[src/rtl/keccak_rc_pkg.sv]
// +--------------------------------------------------------------------------+
// | Module      : keccak_rc_pkg                                              |
// | Description : Shared constants, state encoding and helper functions for  |
// |               the on-the-fly Keccak round-constant generator.            |
// |               Contents: LFSR seed and feedback taps, nr_max() for the    |
// |               largest round count at a given lane width, the FSM state   |
// |               enum, and is_rc_slice() mapping a slice to its rc bit.     |
// | Revision    : 1.0 - initial release                                      |
// +--------------------------------------------------------------------------+
`default_nettype none

package keccak_rc_pkg;

  // Seed of the 8-bit rc LFSR; rc(0) = 1.
  localparam logic [7:0] LFSR_INIT = 8'h01;

  // Feedback taps r6, r5, r4, r0 (x^8 + x^6 + x^5 + x^4 + 1).
  localparam logic [7:0] LFSR_TAPS = 8'b0111_0001;

  // Rounds in a full Keccak-f for lane width 2^l.
  function automatic logic [4:0] nr_max(input int l);
    return 5'(12 + 2 * l);
  endfunction

  typedef enum logic [2:0] {
    IDLE   = 3'd0,
    SKIP   = 3'd1,
    FILL   = 3'd2,
    STREAM = 3'd3,
    DONE   = 3'd4
  } state_e;

  // One-hot select of the rc bit carried by slice idx: bit j is set when
  // idx == 2^j - 1. Slices that carry no constant bit return zero.
  function automatic logic [6:0] is_rc_slice(input logic [6:0] idx);
    logic [6:0] hot;
    for (int j = 0; j < 7; j++) begin
      hot[j] = (idx == 7'((1 << j) - 1));
    end
    return hot;
  endfunction

endpackage

`default_nettype wire

[src/rtl/keccak_rc_lfsr_gen_lfsr.sv]
// +--------------------------------------------------------------------------+
// | Module      : keccak_rc_lfsr                                             |
// | Description : 8-bit Keccak rc LFSR. Shifts right; the new MSB is the     |
// |               XOR of the tapped bits; output rc bit is r[0].             |
// | Ports       : clk          - clock                                       |
// |               rst_n        - asynchronous active-low reset               |
// |               i_load_init  - reload the seed (wins over i_step_en)       |
// |               i_step_en    - advance one step                            |
// |               o_rc_bit     - current rc output bit r[0]                  |
// | Revision    : 1.0 - initial release                                      |
// +--------------------------------------------------------------------------+
`default_nettype none

module keccak_rc_lfsr
  import keccak_rc_pkg::*;
(
  input  logic clk,
  input  logic rst_n,
  input  logic i_load_init,
  input  logic i_step_en,
  output logic o_rc_bit
);

  logic [7:0] lfsr_q, lfsr_d;

  always_comb begin
    lfsr_d = lfsr_q;
    if (i_load_init) begin
      lfsr_d = LFSR_INIT;
    end else if (i_step_en) begin
      lfsr_d = {^(lfsr_q & LFSR_TAPS), lfsr_q[7:1]};
    end
  end

  always_ff @(posedge clk or negedge rst_n) begin
    if (!rst_n) begin
      lfsr_q <= LFSR_INIT;
    end else begin
      lfsr_q <= lfsr_d;
    end
  end

  assign o_rc_bit = lfsr_q[0];

endmodule

`default_nettype wire

[src/rtl/keccak_rc_lfsr_gen.sv]
// +--------------------------------------------------------------------------+
// | Module      : keccak_rc_lfsr_gen                                         |
// | Description : Generates Keccak-p[25*W, nr] round constants from the rc   |
// |               LFSR and streams them SLICES_PARALLEL slices per beat over |
// |               a valid/ready handshake.                                   |
// | Ports       : ClkxCI/RstxRBI  clock, async active-low reset              |
// |               StartxSI, NumRoundsxDI, AbortxSI   control                 |
// |               RCxDO, RCValidxSO, RCReadyxSI      constant stream         |
// |               SliceNrxDO, RoundNrxDO             beat position           |
// |               BusyxSO, DonexSO                   status                  |
// | Options     : KECCAK_RC_PREFETCH_EN - fill the next round's bits in a    |
// |               shadow register while streaming to remove the bubble.      |
// | Revision    : 1.0 - initial release                                      |
// +--------------------------------------------------------------------------+
`default_nettype none

module keccak_rc_lfsr_gen
  import keccak_rc_pkg::*;
#(
  parameter int W                = 64,
  parameter int SLICES_PARALLEL  = 1,
  parameter int COUNTER_BITWIDTH = 6
) (
  input  logic                        ClkxCI,
  input  logic                        RstxRBI,
  input  logic                        StartxSI,
  input  logic [4:0]                  NumRoundsxDI,
  input  logic                        AbortxSI,
  output logic [SLICES_PARALLEL-1:0]  RCxDO,
  output logic                        RCValidxSO,
  input  logic                        RCReadyxSI,
  output logic [COUNTER_BITWIDTH-1:0] SliceNrxDO,
  output logic [4:0]                  RoundNrxDO,
  output logic                        BusyxSO,
  output logic                        DonexSO
);

  localparam int L = $clog2(W);
  localparam logic [4:0] NR_MAX = nr_max(L);
  localparam logic [COUNTER_BITWIDTH-1:0] LAST_SLICE =
    COUNTER_BITWIDTH'(W / SLICES_PARALLEL - 1);

  state_e                      state_q, state_d;
  logic [4:0]                  round_q, round_d;
  logic [COUNTER_BITWIDTH-1:0] slice_q, slice_d;
  logic [7:0]                  skip_q, skip_d;
  logic [2:0]                  step_q, step_d;
  logic [6:0]                  rc_bits_q, rc_bits_d;
  logic [4:0]                  nr_eff, round_start;
  logic                        lfsr_load, lfsr_step, lfsr_bit;
  logic                        valid, beat, last_slice, last_round;

`ifdef KECCAK_RC_PREFETCH_EN
  logic [6:0] shadow_q, shadow_d;
  logic [2:0] pf_cnt_q, pf_cnt_d;
  logic       pf_stall_q, pf_stall_d;
  logic       shadow_full;

  assign valid = (state_q == STREAM) && !pf_stall_q;
`else
  assign valid = (state_q == STREAM);
`endif

  assign beat       = valid && RCReadyxSI;
  assign last_slice = (slice_q == LAST_SLICE);
  assign last_round = (round_q == NR_MAX - 5'd1);

  keccak_rc_lfsr u_lfsr (
    .clk         (ClkxCI),
    .rst_n       (RstxRBI),
    .i_load_init (lfsr_load),
    .i_step_en   (lfsr_step),
    .o_rc_bit    (lfsr_bit)
  );

  always_comb begin
    state_d   = state_q;
    round_d   = round_q;
    slice_d   = slice_q;
    skip_d    = skip_q;
    step_d    = step_q;
    rc_bits_d = rc_bits_q;
    lfsr_load = 1'b0;
    lfsr_step = 1'b0;
`ifdef KECCAK_RC_PREFETCH_EN
    shadow_d    = shadow_q;
    pf_cnt_d    = pf_cnt_q;
    pf_stall_d  = pf_stall_q;
    shadow_full = 1'b0;
`endif
    // Out-of-range round counts fall back to the full permutation.
    nr_eff      = (NumRoundsxDI == 5'd0 || NumRoundsxDI > NR_MAX) ? NR_MAX : NumRoundsxDI;
    round_start = NR_MAX - nr_eff;

    case (state_q)
      IDLE: begin
        if (StartxSI) begin
          lfsr_load = 1'b1;
          round_d   = round_start;
          slice_d   = '0;
          step_d    = 3'd0;
          // Skipped rounds still consume 7 LFSR steps each.
          skip_d    = {3'b000, round_start} * 8'd7;
          state_d   = (round_start != 5'd0) ? SKIP : FILL;
`ifdef KECCAK_RC_PREFETCH_EN
          pf_cnt_d   = 3'd0;
          pf_stall_d = 1'b0;
`endif
        end
      end

      SKIP: begin
        lfsr_step = 1'b1;
        if (skip_q == 8'd1) begin
          state_d = FILL;
        end else begin
          skip_d = skip_q - 8'd1;
        end
      end

      FILL: begin
        lfsr_step          = 1'b1;
        rc_bits_d[step_q]  = lfsr_bit;
        if (step_q == 3'd6) begin
          step_d  = 3'd0;
          slice_d = '0;
          state_d = STREAM;
        end else begin
          step_d = step_q + 3'd1;
        end
      end

      STREAM: begin
`ifdef KECCAK_RC_PREFETCH_EN
        // Shadow capture runs every STREAM cycle, stalled or not, so the
        // next round's bits are ready as early as possible.
        if (pf_cnt_q != 3'd7) begin
          lfsr_step          = 1'b1;
          shadow_d[pf_cnt_q] = lfsr_bit;
          pf_cnt_d           = pf_cnt_q + 3'd1;
        end
        // Count 6 means the final shadow bit is being captured this cycle.
        shadow_full = (pf_cnt_q >= 3'd6);
        if (pf_stall_q) begin
          if (shadow_full) begin
            rc_bits_d  = shadow_d;
            pf_cnt_d   = 3'd0;
            pf_stall_d = 1'b0;
          end
        end else if (beat) begin
          if (last_slice) begin
            if (last_round) begin
              state_d = DONE;
            end else begin
              round_d = round_q + 5'd1;
              slice_d = '0;
              if (shadow_full) begin
                rc_bits_d = shadow_d;
                pf_cnt_d  = 3'd0;
              end else begin
                pf_stall_d = 1'b1;
              end
            end
          end else begin
            slice_d = slice_q + COUNTER_BITWIDTH'(1);
          end
        end
`else
        if (beat) begin
          if (last_slice) begin
            if (last_round) begin
              state_d = DONE;
            end else begin
              round_d = round_q + 5'd1;
              slice_d = '0;
              state_d = FILL;
            end
          end else begin
            slice_d = slice_q + COUNTER_BITWIDTH'(1);
          end
        end
`endif
      end

      DONE: begin
        state_d = IDLE;
      end

      default: begin
        state_d = IDLE;
      end
    endcase

    // Abort overrides every transition, including the final beat.
    if (AbortxSI) begin
      state_d   = IDLE;
      round_d   = 5'd0;
      slice_d   = '0;
      lfsr_load = 1'b0;
      lfsr_step = 1'b0;
`ifdef KECCAK_RC_PREFETCH_EN
      pf_stall_d = 1'b0;
`endif
    end
  end

  always_ff @(posedge ClkxCI or negedge RstxRBI) begin
    if (!RstxRBI) begin
      state_q    <= IDLE;
      round_q    <= 5'd0;
      slice_q    <= '0;
      skip_q     <= 8'd0;
      step_q     <= 3'd0;
      rc_bits_q  <= 7'd0;
`ifdef KECCAK_RC_PREFETCH_EN
      shadow_q   <= 7'd0;
      pf_cnt_q   <= 3'd0;
      pf_stall_q <= 1'b0;
`endif
    end else begin
      state_q    <= state_d;
      round_q    <= round_d;
      slice_q    <= slice_d;
      skip_q     <= skip_d;
      step_q     <= step_d;
      rc_bits_q  <= rc_bits_d;
`ifdef KECCAK_RC_PREFETCH_EN
      shadow_q   <= shadow_d;
      pf_cnt_q   <= pf_cnt_d;
      pf_stall_q <= pf_stall_d;
`endif
    end
  end

  // Bit k of a beat is slice SliceNr*SP + k; only slices 2^j-1 carry a bit.
  for (genvar k = 0; k < SLICES_PARALLEL; k++) begin : g_rc_bit
    logic [6:0] idx;
    assign idx      = 7'(slice_q) * 7'(SLICES_PARALLEL) + 7'(k);
    assign RCxDO[k] = valid && (|(is_rc_slice(idx) & rc_bits_q));
  end

  assign RCValidxSO = valid;
  assign SliceNrxDO = slice_q;
  assign RoundNrxDO = round_q;
  assign BusyxSO    = (state_q != IDLE);
  assign DonexSO    = (state_q == DONE);

endmodule

`default_nettype wire
[config.mk]
export PLATFORM = sky130hd
export DESIGN_NAME = keccak_rc_lfsr_gen
export DESIGN_NICKNAME = d
export VERILOG_FILES = /design/src/rtl/keccak_rc_pkg.sv /design/src/rtl/keccak_rc_lfsr_gen_lfsr.sv /design/src/rtl/keccak_rc_lfsr_gen.sv
export SDC_FILE = /design/constraint.sdc
export NUM_CORES = 1
export LEC_CHECK = 0
export BUFFER_PORTS_ARGS = -buffer_cell sky130_fd_sc_hd__buf_2
export CORE_ASPECT_RATIO = 0.5
export CORE_MARGIN = 10
export CORE_UTILIZATION = 54
export CTS_CLUSTER_DIAMETER = 30
export DETAILED_ROUTE_END_ITERATION = 7
export PLACE_DENSITY = 0.77
export SLEW_MARGIN = 5
export SYNTH_ARGS = -nofsm -noshare
export SYNTH_HDL_FRONTEND = slang
export SYNTH_SLANG_ARGS = --single-unit
[constraint.sdc]
create_clock -name ClkxCI -period 1.9 [get_ports ClkxCI]
set_input_delay 0.57 -clock ClkxCI [delete_from_list [all_inputs] [get_ports ClkxCI]]
set_output_delay 0.57 -clock ClkxCI [all_outputs]
set_load 0.05 [all_outputs]
==> results.json, run 1 <==
{
  "hpwlAfterDp_um": 5930,
  "cp-end-kind": "primary output",
  "cts_buffer_depth": 2,
  "min_period_ns": 2.63,
  "r2r_slack_ns": -0.01,
  "cts.sinks": 40,
  "grt_overflow": 0,
  "avgSynthCellArea_um2": 8.88,
  "area_delta_synth_final_pct": 40.6,
  "crit_start": "SliceNrxDO[1]$_DFFE_PN0P_",
  "violations": "setup timing",
  "htreeDepth": 2,
  "cts-root-buf": "clkbuf_8",
  "final_max_slew_viol_count": 0,
  "synth_fp_nets": 349,
  "final-seq-area_mm2": 0.00101,
  "status": "complete, but fails checks",
  "whs_ns": 0.173,
  "start_util": 0.570,
  "place_congestion": 0.939,
  "async_reset_ff_frac": 1.00,
  "fill_cells": 299,
  "clkTransAtPathRegs_ns": 0.09,
  "num_rows": 18,
  "cts_tree": "done",
  "grt_pass1_vias": 2802,
  "ys.flop_type": "dfrtp_1",
  "cp-start-kind": "flop",
  "cp.required_ns": 1.33,
  "grt_use_total": 0.183,
  "tightest_slew_ns": 0.439,
  "hp-class": "in2async",
  "worstSetupEndpoint": "RCxDO",
  "hold_buffers": 0,
  "cts-buffers-inserted": 5,
  "finalWirelength_um": 8480,
  "report.final.hold_viol_count": 0,
  "synth_edf_count": 0,
  "synthesis.area_mm2": 0.00286,
  "cellPowerDensity_mw_per_mm2": 888,
  "ys_ff_latch": 40,
  "drc": 0,
  "portBuffers": 24,
  "core_mm2": 0.00502,
  "drv_cap": 0,
  "antenna_found_initial": 0,
  "reg2reg_depth": 7,
  "antenna_cells": 0,
  "skew_ns": 0.00946,
  "wl_per_cell_um": 17.6,
  "grt_pass1_wl_um": 13100,
  "die_w_um": 123,
  "vias": 2934,
  "fp.dieArea_mm2": 0.00878,
  "layout_commonest_cell": "buf_4",
  "leakagePower_nw": 1.87,
  "firstDrtPassIters": 8,
  "nets": 438,
  "setup_viol": 8,
  "drt_iter0_drc": 269,
  "grt_max_degree": 19,
  "power_w": 0.00357,
  "max-slew-margin-rel": 0.706,
  "multi_input_area_mm2": 0.00200,
  "dp_slack_ns": -1.09,
  "ir_drop_uv": 557,
  "drive_above_1_share": 0.417,
  "cp.arrival_ns": 2.06,
  "timing.final.crit_share": 1.38,
  "synth.yosys.warnings": 0,
  "ios": 25,
  "die_h_um": 71.5,
  "synth_cells": 322,
  "layout_common_cells": "buf_4, dfrtp_1, nor2_1",
  "rsz0062_at_grt": "yes",
  "clk_latency_ns": 0.31,
  "reg2reg_to": "skip_q[7]$_DFFE_PN0P_",
  "avgViaCountPerCell": 6.09,
  "yosysSeqAreaShare": 0.350,
  "reg2reg_from": "state_q[0]$_DFFE_PN0P_",
  "postLayoutSetupSlackWorst_ns": -0.731,
  "ant_nets": 0,
  "worstPathMaxFanout": 4,
  "critical_path_class": "reg2out",
  "ys_types": 64,
  "max_freq_mhz": 380
}
==> power breakdown <==
part	switching, W	total [W]	internal (W)	leakage (nW)
combinational	0.000833	0.00164	0.000804	1.30
clock	0.000335	0.000731	0.000396	0.0583
sequential	0.000180	0.00120	0.00102	0.518
total	0.00135	0.00357	0.00222	1.87
==> metrics by stage <==
| step | std cells | area [um^2] | TNS, ns | utilization |
|---|---|---|---|---|
| floorplan | 322 | 3030 | -4.96 | - |
| global placement | 461 | 3590 | -5.13 | 0.714 |
| detailed placement | 461 | 3590 | -5.82 | 0.714 |
| CTS | 474 | 3800 | -3.90 | 0.757 |
| global route | 482 | 4020 | -4.32 | 0.801 |
| finish | 482 | 4020 | -3.63 | 0.801 |
==> worst min-delay path by stage <==
stage	end	cells past startpoint	start
after floorplan	RoundNrxDO[0]$_DFFE_PN0P_	0	RstxRBI
after global placement	rc_bits_q[6]$_DFFE_PN0P_	1	rc_bits_q[6]$_DFFE_PN0P_
after detailed placement	rc_bits_q[6]$_DFFE_PN0P_	1	rc_bits_q[6]$_DFFE_PN0P_
after CTS	rc_bits_q[4]$_DFFE_PN0P_	1	RstxRBI
after global routing	rc_bits_q[4]$_DFFE_PN0P_	1	RstxRBI
final	rc_bits_q[4]$_DFFE_PN0P_	1	RstxRBI
==> area by class of cell <==
cell class                 instances  area share
sequential                        40       0.251
inverter                          13      0.0128
clock buffer                       5      0.0171
timing repair buffer              97       0.188
clock inverter                     3      0.0118
multi-input combinational        254       0.498
tap                               70      0.0218
==> state kept, by name, indices dropped and copies added, names as in the netlist <==
register and cells:
RoundNrxDO 5, SliceNrxDO 6, rc_bits_q 7, skip_q 8
state_q 3, step_q 3, u_lfsr.lfsr_q 8
==> synth_stat cells (4+ instances only) <==
| library cell | count | area share |
|---|---|---|
| mux2_2 | 7 | 0.028 |
| o31ai_1 | 4 | 0.010 |
| and3_1 | 4 | 0.0087 |
| ha_1 | 16 | 0.070 |
| nor3b_1 | 5 | 0.013 |
| a22o_1 | 6 | 0.018 |
| a21oi_1 | 18 | 0.031 |
| nand4b_1 | 4 | 0.012 |
| a31oi_1 | 4 | 0.0087 |
| mux2i_1 | 5 | 0.017 |
| nand3_1 | 15 | 0.026 |
| xor2_1 | 5 | 0.015 |
| a21o_1 | 5 | 0.013 |
| o21ai_0 | 23 | 0.040 |
| nor3_1 | 13 | 0.023 |
| clkbuf_1 | 8 | 0.010 |
| inv_1 | 12 | 0.016 |
| dfrtp_1 | 39 | 0.34 |
| nor4_1 | 4 | 0.0087 |
| nand2_1 | 22 | 0.029 |
| nor2b_1 | 7 | 0.015 |
| nor2_1 | 30 | 0.039 |
| buf_2 | 6 | 0.010 |
| xnor2_1 | 4 | 0.012 |
==> worst max-delay path, cell delays in order (launching register included) <==
cell and delay, ns:
dfrtp_2 0.44, inv_2 0.09, ha_4 0.16, a222oi_1 0.38, nor2_1 0.09, a31oi_1 0.15, nor4_1 0.07, o21a_2 0.22
buf_8 0.15
==> cell families after synthesis <==
family / count (synthesis) / synth area share
XOR/XNOR: 9 / 0.0276
flip-flops: 40 / 0.350
AO/OA/AOI/OAI: 89 / 0.219
buffers and inverters: 28 / 0.0420
adder cells (fa/ha/maj): 17 / 0.0770
multiplexers: 12 / 0.0451
AND/OR/NAND/NOR: 127 / 0.239
==> layer usage <==
layer  up-vias  global-route usage  share of wire
met3        24              0.0313          0.060
met2       124               0.308           0.50
met5         -                   0              0
met1      1424               0.223           0.42
li1       1362                   -              -
met4         0              0.0909          0.024
==> what timing repair did <==
action	4_1_cts	5_1_grt
pin swaps	20	19
hold endpoints to repair	0	0
cloned	0	0
resized for setup	17	45
setup endpoints to repair	12	19
buffers inserted	5	8
(Power assumes the default switching activity.)
==> run 2, diff against run 1 <==
--- a/config.mk
+++ b/config.mk
@@ -12,6 +12,7 @@
 export CTS_CLUSTER_DIAMETER = 30
 export DETAILED_ROUTE_END_ITERATION = 7
 export PLACE_DENSITY = 0.77
+export SKIP_CTS_REPAIR_TIMING = 1
 export SLEW_MARGIN = 5
 export SYNTH_ARGS = -nofsm -noshare
 export SYNTH_HDL_FRONTEND = slang
==> run 2 against run 1 <==
The run still ends with setup timing left; routed wire length decreased by 9.0%; first-iteration DRC count increased by 3.0%; via count decreased by 4.8%; sequential cell count unchanged; clock-buffer cell count unchanged; highest routed layer unchanged; worst setup slack got worse by 0.0023 ns; critical endpoint is now skip_q[6]$_DFFE_PN0P_; sequential power about the same; worst hold slack improved by 0.0054 ns; total power decreased by 4.0%; cell count decreased by 2.3%; core utilization decreased by 3.8 points.
==> results.json, run 2 (synthesized netlist as in run 1, its figures left out) <==
{
  "core_mm2": 0.00502,
  "r2r_slack_ns": 0.01,
  "layout_commonest_cell": "buf_4",
  "skew_ns": 0.00631,
  "area_delta_synth_final_pct": 34.0,
  "cts_buffer_depth": 2,
  "critPathBufInv": 1,
  "postLayoutSetupSlackWorst_ns": -0.734,
  "ios": 25,
  "ir_drop_uv": 543,
  "min_period_ns": 2.63,
  "ant_nets": 0,
  "setup_viol": 8,
  "die_w_um": 123,
  "grt_pass1_vias": 2776,
  "cts.sinks": 40,
  "fin_area_mm2": 0.00383,
  "drv_cap": 0,
  "max-slew-margin-rel": 0.721,
  "stdcell_count": 471,
  "start_util": 0.570,
  "path_cells": "buf_8 > nand2_8 > nand2_4 > ha_4 > nor2b_4 > a21oi_2 > o221a_2 > ha_4 > ha_4 > nor2b_1 > o21a_1 > or3_1 > a21oi_1 > a311oi_1",
  "htreeDepth": 2,
  "cellPowerDensity_mw_per_mm2": 895,
  "whs_ns": 0.179,
  "hpwlAfterDp_um": 5930,
  "reg2reg_to": "skip_q[7]$_DFFE_PN0P_",
  "crit_family": "simple AND/OR/NAND/NOR gates",
  "leakagePower_nw": 1.77,
  "worstPathMaxFanout": 5,
  "cts-buffers-inserted": 5,
  "max_freq_mhz": 380,
  "cpPeakStageDelay_ns": 0.30,
  "critical_path_class": "in2reg",
  "cp-end-kind": "flop",
  "clkTransAtPathRegs_ns": 0.08,
  "avgViaCountPerCell": 5.93,
  "nets": 427,
  "grt_use_total": 0.182,
  "portBuffers": 24,
  "post-route-util": 0.763,
  "finalWirelength_um": 7720,
  "die_h_um": 71.5,
  "vias": 2794,
  "timing.final.crit_share": 1.39,
  "cp.arrival_ns": 2.81,
  "firstDrtPassIters": 4,
  "grt_pass1_wl_um": 13000,
  "violations": "setup timing",
  "top_regs": "skip_q: 8 flops, u_lfsr.lfsr_q: 8 flops, rc_bits_q: 7 flops",
  "report.final.hold_viol_count": 0,
  "cts_tree": "done",
  "num_rows": 18,
  "grt_overflow": 0,
  "clk_latency_ns": 0.31,
  "reg2reg_depth": 6,
  "drc": 0,
  "reg2reg_from": "state_q[2]$_DFFE_PN0P_",
  "tightest_slew_ns": 0.414,
  "cpMostUsedCell": "ha_4",
  "rsz0062_at_grt": "yes",
  "dp_cells": 461,
  "status": "complete, but fails checks",
  "drt_iter0_drc": 277,
  "hp-class": "in2async",
  "antenna_cells": 0,
  "final_max_slew_viol_count": 0,
  "wl_per_cell_um": 16.4,
  "fp.dieArea_mm2": 0.00878,
  "dpl_cell_area_mm2": 0.00359,
  "cts-root-buf": "clkbuf_8",
  "drive_above_1_share": 0.369,
  "cpMaxStageDelayCell": "or3_1",
  "cp-start-kind": "primary input",
  "cp.required_ns": 2.08,
  "final.setup.tns_ns": -3.86,
  "place_congestion": 0.939,
  "layout_common_cells": "buf_4, dfrtp_1, nor2_1, o21ai_0, nand2_1",
  "antenna_found_initial": 0,
  "grt_max_degree": 19
}
==> run 2: changes by cell type in the layout (fill, tap and decap cells not counted), sizes merged <==
cell,delta
clkbuf,+2
dlymetal6s2s,-1
clkinv,+1
buf,-12
inv,-1
==> run 2: cell type report <==
cell class                 count  area, um^2
fill                         345        1190
clock buffer                   5        68.8
inverter                      13        50.0
tap                           70        87.6
multi-input combinational    254        1950
timing repair buffer          86         623
sequential                    40        1010
clock inverter                 3        47.5
==> run 2: worst max path at each step <==
stage / cells after the start / endpoint / from
4_1_cts: 14 / skip_q[6]$_DFFE_PN0P_ / NumRoundsxDI[3]
2_1_floorplan: 15 / skip_q[6]$_DFFE_PN0P_ / NumRoundsxDI[4]
3_5_place_dp: 14 / skip_q[6]$_DFFE_PN0P_ / NumRoundsxDI[3]
6_report: 14 / skip_q[6]$_DFFE_PN0P_ / NumRoundsxDI[4]
3_3_place_gp: 14 / skip_q[6]$_DFFE_PN0P_ / NumRoundsxDI[4]
5_1_grt: 14 / skip_q[6]$_DFFE_PN0P_ / NumRoundsxDI[4]
==> run 2: layer usage <==
metal | wire [um] | vias up | track usage | share of wire
li1 | - | 1342 | - | -
met1 | 3340 | 1354 | 0.221 | 0.43
met2 | 3760 | 79 | 0.304 | 0.49
met3 | 414 | 19 | 0.0336 | 0.054
met4 | 209 | 0 | 0.0909 | 0.027
met5 | 0 | - | 0 | 0
==> run 2: metrics by stage <==
stage                     worst slack (ns)  power [W]
after global routing                -0.789    0.00365
after global placement               -1.03    0.00255
after detailed placement             -1.09    0.00262
after CTS                           -0.768    0.00336
after floorplan                      -1.05    0.00211
final                               -0.734    0.00343
==> run 2: report_power, final <==
part | total, W | internal [W] | switching [W]
combinational | 0.00150 | 0.000726 | 0.000779
sequential | 0.00120 | 0.00102 | 0.000178
clock | 0.000722 | 0.000395 | 0.000327
==> run 3, diff against run 2 <==
--- a/config.mk
+++ b/config.mk
@@ -5,13 +5,13 @@
 export SDC_FILE = /design/constraint.sdc
 export NUM_CORES = 1
 export LEC_CHECK = 0
-export BUFFER_PORTS_ARGS = -buffer_cell sky130_fd_sc_hd__buf_2
 export CORE_ASPECT_RATIO = 0.5
 export CORE_MARGIN = 10
-export CORE_UTILIZATION = 54
+export CORE_UTILIZATION = 55
 export CTS_CLUSTER_DIAMETER = 30
 export DETAILED_ROUTE_END_ITERATION = 7
-export PLACE_DENSITY = 0.77
+export DONT_BUFFER_PORTS = 1
+export PLACE_DENSITY = 0.74
 export SKIP_CTS_REPAIR_TIMING = 1
 export SLEW_MARGIN = 5
 export SYNTH_ARGS = -nofsm -noshare
==> constraint.sdc (replaced) <==
create_clock -name ClkxCI -period 2.3 [get_ports ClkxCI]
set_input_delay 0.69 -clock ClkxCI [delete_from_list [all_inputs] [get_ports ClkxCI]]
set_output_delay 0.69 -clock ClkxCI [all_outputs]
set_load 0.05 [all_outputs]
==> run 3 against run 2 <==
Clock skew shrank 0.0012 ns; non-clock buffer count shrank 43; core utilization shrank 5.8 points; worst setup slack gained 0.44 ns; critical path depth shrank 1; the flow still finishes with violations (setup timing); cell count shrank 9.1%; via count shrank 6.7%.
==> results.json, run 3 (synthesized netlist as in run 1, its figures left out) <==
{
  "status": "complete, but fails checks",
  "violations": "setup timing",
  "vias": 2608,
  "drv_cap": 0,
  "min_period_ns": 2.59,
  "r2r_slack_ns": 0.15,
  "reg2reg_depth": 5,
  "cts_buffer_depth": 2,
  "cp.arrival_ns": 2.75,
  "rsz0062_at_grt": "yes",
  "top_regs": "skip_q: 8 flops, u_lfsr.lfsr_q: 8 flops, rc_bits_q: 7 flops",
  "firstDrtPassIters": 5,
  "combPwrFrac": 0.407,
  "skew_ns": 0.00513,
  "netSwitchingFraction": 0.370,
  "grt_max_degree": 41,
  "setup_viol": 6,
  "portBuffers": 0,
  "cts.sinks": 40,
  "reg2reg_from": "state_q[0]$_DFFE_PN0P_",
  "num_rows": 18,
  "ant_nets": 0,
  "ir_drop_uv": 374,
  "cellPowerDensity_mw_per_mm2": 759,
  "drc": 0,
  "final-seq-area_mm2": 0.00101,
  "die_h_um": 71.0,
  "stdcell_count": 428,
  "max_freq_mhz": 386,
  "avgViaCountPerCell": 6.09,
  "cp-end-kind": "flop",
  "cp.required_ns": 2.46,
  "grt_pass1_wl_um": 11800,
  "dp_slack_ns": -0.607,
  "dp_cells": 419,
  "cts-root-buf": "clkbuf_8",
  "htreeDepth": 2,
  "cp-start-kind": "primary input",
  "timing.final.crit_share": 1.13,
  "post-route-util": 0.705,
  "p_seq_frac": 0.372,
  "hp-class": "in2async",
  "worstPathMaxFanout": 6,
  "grt_overflow": 0,
  "fp.dieArea_mm2": 0.00866,
  "cts-buffers-inserted": 5,
  "area_delta_synth_final_pct": 22.7,
  "drt_iter0_drc": 274,
  "grt_use_total": 0.164,
  "die_w_um": 122,
  "drive_above_1_share": 0.293,
  "antenna_cells": 0,
  "p_clk_frac": 0.221,
  "tightest_slew_ns": 0.607,
  "critical_path_class": "in2reg",
  "layout_commonest_cell": "buf_4",
  "final_max_slew_viol_count": 0,
  "wl_per_cell_um": 16.6,
  "ios": 25,
  "report.final.hold_viol_count": 0,
  "multi_input_area_mm2": 0.00193,
  "start_util": 0.575,
  "clkTransAtPathRegs_ns": 0.08,
  "reg2reg_to": "RoundNrxDO[0]$_DFFE_PN0P_",
  "finalWirelength_um": 7090,
  "grt_pass1_vias": 2506,
  "hpwlAfterDp_um": 5330,
  "nets": 384,
  "antenna_found_initial": 0,
  "switchingPower_w": 0.000985,
  "place_congestion": 0.873,
  "power_w": 0.00266,
  "whs_ns": 0.0806,
  "cts_tree": "done",
  "fill_cells": 374,
  "postLayoutSetupSlackWorst_ns": -0.293,
  "layout_common_cells": "buf_4, dfrtp_1, nor2_1, o21ai_0, nand2_1",
  "leakagePower_nw": 1.56,
  "core_mm2": 0.00498,
  "clk_latency_ns": 0.29,
  "max-slew-margin-rel": 0.591,
  "internal_power_w": 0.00168
}
[run 3: cell types whose count changed in the layout (fill, tap and decap cells not counted), moves of 3 or more]
| cell | previous run | this run |
|---|---|---|
| buf_2 | 18 | 0 |
| buf_4 | 63 | 42 |
| buf_8 | 3 | 0 |
| dfrtp_1 | 33 | 36 |
| dfrtp_2 | 6 | 3 |
| o21ai_1 | 4 | 1 |
[run 3: stage by stage]
step	setup TNS, ns	cell area (um^2)
6_report	-1.27	3510
5_1_grt	-1.77	3510
4_1_cts	-1.18	3420
3_5_place_dp	-2.47	3310
3_3_place_gp	-2.15	3310
2_1_floorplan	-3.10	3000
[run 3: final cells by class]
cell class                      instances  area share
Clock buffer                            5      0.0196
Clock inverter                          3      0.0132
Inverter                               13      0.0139
Multi-Input combinational cell        254       0.549
Sequential cell                        40       0.287
Tap cell                               70      0.0250
Timing Repair Buffer                   43      0.0930
[run 3: layer usage]
| metal | global-route usage | wire length [um] | vias to the layer above |
|---|---|---|---|
| li1 | - | - | 1257 |
| met1 | 0.208 | 3280 | 1261 |
| met2 | 0.268 | 3350 | 82 |
| met3 | 0.0380 | 380 | 8 |
| met4 | 0.0539 | 76 | 0 |
| met5 | 0 | 0 | - |
[run 3: power groups by stage]
stage	Combinational, W	Clock, W	Sequential (W)
after floorplan	0.000753	0	0.000985
after global placement	0.000958	0	0.000991
after detailed placement	0.000998	0	0.00100
after CTS	0.000999	0.000599	0.000990
after global routing	0.00120	0.000627	0.00102
final	0.00108	0.000588	0.000991
[run 3: worst max-delay path: stages]
cell      delay, ns
nand2_8        0.05
nand2_4        0.08
ha_4           0.17
nor2b_4        0.18
a21oi_2        0.07
o221a_4        0.24
ha_4           0.27
ha_4           0.20
nor2b_1        0.13
o21a_1         0.17
or3_1          0.30
a21oi_1        0.14
a311oi_1       0.06
[run 3: worst max path at each step]
| stage | startpoint | cells past startpoint | end | slack [ns] |
|---|---|---|---|---|
| 2_1_floorplan | NumRoundsxDI[4] | 15 | skip_q[6]$_DFFE_PN0P_ | -0.77 |
| 3_3_place_gp | NumRoundsxDI[3] | 13 | skip_q[6]$_DFFE_PN0P_ | -0.56 |
| 3_5_place_dp | NumRoundsxDI[3] | 13 | skip_q[6]$_DFFE_PN0P_ | -0.61 |
| 4_1_cts | NumRoundsxDI[3] | 13 | skip_q[6]$_DFFE_PN0P_ | -0.30 |
| 5_1_grt | NumRoundsxDI[3] | 13 | skip_q[6]$_DFFE_PN0P_ | -0.42 |
| 6_report | NumRoundsxDI[3] | 13 | skip_q[6]$_DFFE_PN0P_ | -0.29 |
